<file path="src/rtl/apb_req_arbiter_if.sv">
// Request/response bundle between two requesters, the arbiter and the APB master.
interface apb_req_arbiter_if;
    // Port 0 / port 1 request side
    logic        tr0;
    logic        tr1;
    logic        write0;
    logic        write1;
    logic [31:0] addr0;
    logic [31:0] addr1;
    logic [31:0] wdata0;
    logic [31:0] wdata1;
    logic        ready0;
    logic        ready1;
    logic [31:0] rdata0;
    logic [31:0] rdata1;
    logic        busy0;
    logic        busy1;
    logic        err0;
    logic        err1;
    logic        err_clr;

    // APB master internal request side
    logic        m_transfer;
    logic        m_write;
    logic [31:0] m_addr;
    logic [31:0] m_wdata;
    logic        m_ready;
    logic [31:0] m_rdata;

    // Environment view: requesters plus the APB master
    modport master (
        output tr0, tr1, write0, write1, addr0, addr1, wdata0, wdata1, err_clr,
        output m_ready, m_rdata,
        input  ready0, ready1, rdata0, rdata1, busy0, busy1, err0, err1,
        input  m_transfer, m_write, m_addr, m_wdata
    );

    // Arbiter view
    modport slave (
        input  tr0, tr1, write0, write1, addr0, addr1, wdata0, wdata1, err_clr,
        input  m_ready, m_rdata,
        output ready0, ready1, rdata0, rdata1, busy0, busy1, err0, err1,
        output m_transfer, m_write, m_addr, m_wdata
    );
endinterface

</file>
<file path="src/rtl/apb_req_arbiter.sv">
// Two-port arbiter sharing one APB master request interface. Each port owns a
// single pending slot; the FSM grants one slot at a time and returns rdata with
// a one-cycle ready pulse to the owning port.
module apb_req_arbiter #(
    parameter int unsigned PRIO_MODE = 0  // 0: round-robin, 1: port 0 always wins
) (
    input logic              PCLK,
    input logic              PRESET,
    apb_req_arbiter_if.slave bus
);

    typedef enum logic [1:0] {
        StIdle  = 2'd0,
        StGrant = 2'd1,
        StWait  = 2'd2
    } state_e;

    state_e      state_q, state_d;
    logic        owner_q, owner_d;
    logic        last_grant_q;
    logic        winner;
    logic        complete;

    logic [1:0]  tr_in;
    logic [1:0]  write_in;
    logic [31:0] addr_in  [2];
    logic [31:0] wdata_in [2];

    logic [1:0]  valid_q;
    logic [1:0]  slot_write_q;
    logic [31:0] slot_addr_q  [2];
    logic [31:0] slot_wdata_q [2];
    logic [1:0]  ready_q;
    logic [31:0] rdata_q      [2];
    logic [1:0]  err_q;

    assign tr_in       = {bus.tr1, bus.tr0};
    assign write_in    = {bus.write1, bus.write0};
    assign addr_in[0]  = bus.addr0;
    assign addr_in[1]  = bus.addr1;
    assign wdata_in[0] = bus.wdata0;
    assign wdata_in[1] = bus.wdata1;

    // Owner's transfer finishes this cycle; m_ready is ignored in other states
    assign complete = (state_q == StWait) && bus.m_ready;

    // Per-port pending slot, completion pulse, read data and sticky error
    for (genvar i = 0; i < 2; i++) begin : g_port
        localparam logic Idx = 1'(i);

        // Slot capture on an accepted request, release on the owner's completion
        always_ff @(posedge PCLK or negedge PRESET) begin
            if (!PRESET) begin
                valid_q[i]      <= 1'b0;
                slot_write_q[i] <= 1'b0;
                slot_addr_q[i]  <= '0;
                slot_wdata_q[i] <= '0;
            end else if (complete && (owner_q == Idx)) begin
                valid_q[i] <= 1'b0;
            end else if (tr_in[i] && !valid_q[i]) begin
                valid_q[i]      <= 1'b1;
                slot_write_q[i] <= write_in[i];
                slot_addr_q[i]  <= addr_in[i];
                slot_wdata_q[i] <= wdata_in[i];
            end
        end

        // Ready pulse and rdata capture (write completions capture m_rdata too)
        always_ff @(posedge PCLK or negedge PRESET) begin
            if (!PRESET) begin
                ready_q[i] <= 1'b0;
                rdata_q[i] <= '0;
            end else begin
                ready_q[i] <= complete && (owner_q == Idx);
                if (complete && (owner_q == Idx)) begin
                    rdata_q[i] <= bus.m_rdata;
                end
            end
        end

        // Sticky error; a new violation beats a simultaneous clear
        always_ff @(posedge PCLK or negedge PRESET) begin
            if (!PRESET) begin
                err_q[i] <= 1'b0;
            end else if (tr_in[i] && valid_q[i]) begin
                err_q[i] <= 1'b1;
            end else if (bus.err_clr) begin
                err_q[i] <= 1'b0;
            end
        end
    end

    // Winner among valid slots; only meaningful when at least one slot is valid
    always_comb begin
        winner = 1'b0;
        if (PRIO_MODE != 0) begin
            winner = !valid_q[0];
        end else if (valid_q[0] && valid_q[1]) begin
            winner = !last_grant_q;
        end else begin
            winner = valid_q[1];
        end
    end

    // State, owner and last_grant registers
    always_ff @(posedge PCLK or negedge PRESET) begin
        if (!PRESET) begin
            state_q      <= StIdle;
            owner_q      <= 1'b0;
            last_grant_q <= 1'b1;
        end else begin
            state_q <= state_d;
            owner_q <= owner_d;
            if (complete) begin
                last_grant_q <= owner_q;
            end
        end
    end

    // Next-state logic
    always_comb begin
        state_d = state_q;
        owner_d = owner_q;
        unique case (state_q)
            StIdle: begin
                if (|valid_q) begin
                    owner_d = winner;
                    state_d = StGrant;
                end
            end
            StGrant: begin
                state_d = StWait;
            end
            StWait: begin
                if (bus.m_ready) begin
                    state_d = StIdle;
                end
            end
            default: begin
                state_d = StIdle;
            end
        endcase
    end

    // Master-side outputs; buses are driven from the owner's slot while it holds the grant
    always_comb begin
        bus.m_transfer = 1'b0;
        bus.m_write    = 1'b0;
        bus.m_addr     = '0;
        bus.m_wdata    = '0;
        unique case (state_q)
            StGrant: begin
                bus.m_transfer = 1'b1;
                bus.m_write    = slot_write_q[owner_q];
                bus.m_addr     = slot_addr_q[owner_q];
                bus.m_wdata    = slot_wdata_q[owner_q];
            end
            StWait: begin
                bus.m_write = slot_write_q[owner_q];
                bus.m_addr  = slot_addr_q[owner_q];
                bus.m_wdata = slot_wdata_q[owner_q];
            end
            default: begin
            end
        endcase
    end

    assign bus.ready0 = ready_q[0];
    assign bus.ready1 = ready_q[1];
    assign bus.rdata0 = rdata_q[0];
    assign bus.rdata1 = rdata_q[1];
    assign bus.busy0  = valid_q[0];
    assign bus.busy1  = valid_q[1];
    assign bus.err0   = err_q[0];
    assign bus.err1   = err_q[1];

endmodule

</file>
<file path="src/flat_wrapper.sv">
// flat-port wrapper written by rule: the top's interface ports become plain ports
module apb_req_arbiter_flat 
#(
    parameter int unsigned PRIO_MODE = 0                                          
)
  (PCLK, PRESET, bus_tr0, bus_tr1, bus_write0, bus_write1, bus_addr0, bus_addr1, bus_wdata0, bus_wdata1, bus_err_clr, bus_m_ready, bus_m_rdata, bus_ready0, bus_ready1, bus_rdata0, bus_rdata1, bus_busy0, bus_busy1, bus_err0, bus_err1, bus_m_transfer, bus_m_write, bus_m_addr, bus_m_wdata);
  apb_req_arbiter_if bus_i ();
  input logic PCLK;
  input logic PRESET;
  input wire logic [$bits(bus_i.tr0)-1:0] bus_tr0;
  input wire logic [$bits(bus_i.tr1)-1:0] bus_tr1;
  input wire logic [$bits(bus_i.write0)-1:0] bus_write0;
  input wire logic [$bits(bus_i.write1)-1:0] bus_write1;
  input wire logic [$bits(bus_i.addr0)-1:0] bus_addr0;
  input wire logic [$bits(bus_i.addr1)-1:0] bus_addr1;
  input wire logic [$bits(bus_i.wdata0)-1:0] bus_wdata0;
  input wire logic [$bits(bus_i.wdata1)-1:0] bus_wdata1;
  input wire logic [$bits(bus_i.err_clr)-1:0] bus_err_clr;
  input wire logic [$bits(bus_i.m_ready)-1:0] bus_m_ready;
  input wire logic [$bits(bus_i.m_rdata)-1:0] bus_m_rdata;
  output wire logic [$bits(bus_i.ready0)-1:0] bus_ready0;
  output wire logic [$bits(bus_i.ready1)-1:0] bus_ready1;
  output wire logic [$bits(bus_i.rdata0)-1:0] bus_rdata0;
  output wire logic [$bits(bus_i.rdata1)-1:0] bus_rdata1;
  output wire logic [$bits(bus_i.busy0)-1:0] bus_busy0;
  output wire logic [$bits(bus_i.busy1)-1:0] bus_busy1;
  output wire logic [$bits(bus_i.err0)-1:0] bus_err0;
  output wire logic [$bits(bus_i.err1)-1:0] bus_err1;
  output wire logic [$bits(bus_i.m_transfer)-1:0] bus_m_transfer;
  output wire logic [$bits(bus_i.m_write)-1:0] bus_m_write;
  output wire logic [$bits(bus_i.m_addr)-1:0] bus_m_addr;
  output wire logic [$bits(bus_i.m_wdata)-1:0] bus_m_wdata;
  assign bus_i.tr0 = bus_tr0;
  assign bus_i.tr1 = bus_tr1;
  assign bus_i.write0 = bus_write0;
  assign bus_i.write1 = bus_write1;
  assign bus_i.addr0 = bus_addr0;
  assign bus_i.addr1 = bus_addr1;
  assign bus_i.wdata0 = bus_wdata0;
  assign bus_i.wdata1 = bus_wdata1;
  assign bus_i.err_clr = bus_err_clr;
  assign bus_i.m_ready = bus_m_ready;
  assign bus_i.m_rdata = bus_m_rdata;
  assign bus_ready0 = bus_i.ready0;
  assign bus_ready1 = bus_i.ready1;
  assign bus_rdata0 = bus_i.rdata0;
  assign bus_rdata1 = bus_i.rdata1;
  assign bus_busy0 = bus_i.busy0;
  assign bus_busy1 = bus_i.busy1;
  assign bus_err0 = bus_i.err0;
  assign bus_err1 = bus_i.err1;
  assign bus_m_transfer = bus_i.m_transfer;
  assign bus_m_write = bus_i.m_write;
  assign bus_m_addr = bus_i.m_addr;
  assign bus_m_wdata = bus_i.m_wdata;
  apb_req_arbiter #(.PRIO_MODE(PRIO_MODE)) u_core (.PCLK(PCLK), .PRESET(PRESET), .bus(bus_i));
endmodule
</file>
<file path="config.mk">
export PLATFORM = sky130hd
export DESIGN_NAME = apb_req_arbiter_flat
export DESIGN_NICKNAME = d
export VERILOG_FILES = /design/src/rtl/apb_req_arbiter_if.sv /design/src/rtl/apb_req_arbiter.sv /design/src/flat_wrapper.sv
export SDC_FILE = /design/constraint.sdc
export NUM_CORES = 1
export LEC_CHECK = 0
export CORE_MARGIN = 1
export CORE_UTILIZATION = 45
export DETAILED_ROUTE_END_ITERATION = 6
export PLACE_DENSITY = 0.77
export SETUP_SLACK_MARGIN = 0.3
export SYNTH_ARGS = -nofsm -noshare
export SYNTH_HDL_FRONTEND = slang
export SYNTH_SLANG_ARGS = --single-unit
export TNS_END_PERCENT = 1
</file>
<file path="constraint.sdc">
create_clock -name PCLK -period 2.65 [get_ports PCLK]
set_clock_uncertainty 0.15 [all_clocks]
set_input_delay 0.3975 -clock PCLK [delete_from_list [all_inputs] [get_ports PCLK]]
set_output_delay 0.3975 -clock PCLK [all_outputs]
set_load 0.02 [all_outputs]
</file>
==> results.cfg <==
[run_status]
status = completed

[route]
vias_per_cell = 4.93
drt-total-wl_um = 23200
first_iter_violations = 227
drt_first_pass_iters = 4
drc_errors = 0
wl_per_cell_um = 18.4
vias = 6212
drtAntennaViolNets = 0

[cells_and_area]
nNetsFinal = 1157
syn_to_final_growth_pct = 48.6
num_antenna_cells = 0
fillerInstances = 1429
utilization_pct = 69.1
drive_gt1_share_pct = 27.3

[timing]
fin_crit_sh_pct = 92.7
finalMaxSlewViolations = 0
fmax_mhz = 407
worst-slew-pin-transition_ns = 0.468
relSlewSlack_pct = 68.8
setup_tns_ns = 0
post-route-min-period_ns = 2.46
hold_viol_final = 0
rsz0062_at_grt = true
setup_viol = 0
holdWs_ns = 0.281

[pwr]
pwr-share-seq_pct = 31.5
netSwitchingFraction_pct = 35.8
peakVddDrop_v = 0.000819
combPwrFrac_pct = 50.3
power.switching_w = 0.00622
p_total_w = 0.0174
p_leak_nw = 5.96
p_int_w = 0.0111
power_density_mw_per_mm2 = 1330
p_clk_share_pct = 18.2

[cts]
clkSinkCount = 204
clk_latency_ns = 0.50
root_buffer = clkbuf_16
cts_tree = yes
h-tree-depth = 1
clock_path_buffers = 3
numCtsBuffers = 22
clkTransAtPathRegs_ns = 0.06

[setup_path]
regToRegSetupSlack_ns = 0.41
end_kind = output port
arrival_ns = 1.91
r2r-start = u_core.state_q[1]$_DFFE_PN0P_
r2r-end = u_core.slot_addr_q[48]$_DFFE_PN0P_
worstPathMaxFanout = 9
required_ns = 2.10
crit_type = reg -> out
r2r_cells = 6
start_kind = flop

[yosys]
synth.distinct_cells = 22
syn_area_per_cell_um2 = 13.3
ys.flop_type = dfrtp_1
synthesis.nets = 835
seq_area_frac_synth_pct = 58.1
synth_edf_count = 0
ys_ff_latch = 204
synth_area_mm2 = 0.00879
ys_warn_count = 0
synthArstFlopShare_pct = 100
syn_inst = 663

[floorplanning]
die_y_um = 142
core_region_area_mm2 = 0.0189
start_util_pct = 46.5
dieArea_mm2 = 0.0201
fp-row-count = 50
fp.dieW_um = 142
ioPinCount = 304

[global_route]
grt_pass1_wl_um = 36700
antenna_found_initial = 0
grt_overflow = 0
track_usage_pct = 23.5
grt_max_degree = 57
grt_pass1_vias = 6705

[placement]
dpl.hpwl_um = 15300
portBuffers = 303
gp_congestion = 0.748

[job]
drv_cap = 0

[hold_path]
hold_path.class = in -> async
[logic make-up after synthesis]
logic type                 after synthesis  synth area share (%)
muxes                                  229                  28.4
AOI/OAI and AO/OA                        4                 0.285
buffers and inverters                   45                  2.82
DFF                                    204                  58.1
adders and majority gates                4                 0.570
and+or+nand+nor                        177                  9.78
[worst max-delay path, stage by stage, from the launching register on]
cell     delay, ns
dfrtp_1       0.38
inv_2         0.09
ha_4          0.23
buf_12        0.13
buf_12        0.13
buf_16        0.14
nor2b_2       0.15
buf_4         0.15
[layer usage]
layer  track usage [%]  vias up  routed length (um)
met5                 0        -                   0
met4              5.89        0                 395
met3              7.19       30                2040
met2              40.1      231               11400
met1              29.1     3075                9400
li1                  -     2876                   -
[repair_timing]
action,in CTS,in global routing
pin swaps,1,1
endpoints found under the hold margin,50,0
resized for setup,283,40
hold buffers,1,0
setup endpoints to repair,66,67
setup buffers,11,0
gates cloned,4,0
[through the flow]
| stage | setup slack [ns] | cell area, um2 | cells |
|---|---|---|---|
| floorplan | 0.579 | 8790 | 663 |
| global placement | 0.248 | 12200 | 1205 |
| detailed placement | 0.199 | 12200 | 1205 |
| CTS | 0.192 | 13100 | 1259 |
| global route | 0.125 | 13100 | 1259 |
| finish | 0.192 | 13100 | 1259 |
[cell usage after synthesis, types with 5 or more instances]
cell / count / area [um2]
buf_2: 15 / 75.1
buf_4: 6 / 45.0
buf_6: 5 / 56.3
clkbuf_1: 13 / 48.8
dfrtp_1: 203 / 5080
inv_1: 5 / 18.8
mux2_1: 50 / 563
mux2_2: 114 / 1280
mux2i_1: 65 / 651
nand2_1: 103 / 387
nor2b_1: 65 / 407
[how the worst max path moves through the flow]
stage                                              from  slack (ns)                                 end
after floorplan           u_core.state_q[0]$_DFFE_PN0P_        0.58  u_core.slot_addr_q[44]$_DFFE_PN0P_
after global placement    u_core.state_q[1]$_DFFE_PN0P_        0.25                      bus_m_addr[20]
after detailed placement  u_core.state_q[1]$_DFFE_PN0P_        0.20                      bus_m_addr[25]
after CTS                 u_core.state_q[1]$_DFFE_PN0P_        0.19                     bus_m_wdata[12]
after global routing      u_core.state_q[1]$_DFFE_PN0P_        0.13                      bus_m_addr[30]
final                     u_core.state_q[0]$_DFFE_PN0P_        0.19                      bus_m_addr[30]
[power groups by stage]
stage	clock, W	combinational, W	sequential, W
finish	0.00317	0.00874	0.00546
global placement	0	0.00818	0.00542
detailed placement	0	0.00828	0.00549
CTS	0.00323	0.00874	0.00545
global route	0.00336	0.00935	0.00566
floorplan	0	0.00417	0.00585
[layout make-up]
class / instances / area [um2] / area share, %
clock buffers: 30 / 622 / 4.76
clock inverters: 8 / 124 / 0.949
inverters: 6 / 22.5 / 0.173
multi-input cells: 414 / 3530 / 27.1
flip-flops and latches: 204 / 5110 / 39.1
well taps: 260 / 325 / 2.49
repair buffers: 337 / 3320 / 25.4
[state kept, by name, indices dropped and copies added (netlist names)]
name and flops:
u_core.bus.ready1 1, u_core.bus.rdata0 32, u_core.bus.err1 1, u_core.bus.err0 1, u_core.bus.rdata1 32, u_core.last_grant_q 1
u_core.state_q 2, u_core.slot_wdata_q 64, u_core.bus.busy0 1, u_core.bus.ready0 1, u_core.bus.busy1 1, u_core.slot_addr_q 64
u_core.slot_write_q 2, u_core.owner_q 1
[cells in the final DEF (no fill, tap or decap), types with 4 or more instances in the layout]
master / n
mux2_1: 50
nor2_1: 4
clkdlybuf4s50_1: 236
nor2b_1: 48
mux2_2: 114
clkbuf_16: 23
nor2b_4: 6
nor2b_2: 11
buf_4: 31
clkbuf_1: 5
mux2i_1: 64
nand2_1: 103
buf_16: 4
buf_12: 11
buf_6: 10
buf_2: 40
dfrtp_1: 202
(Power assumes the default switching activity.)
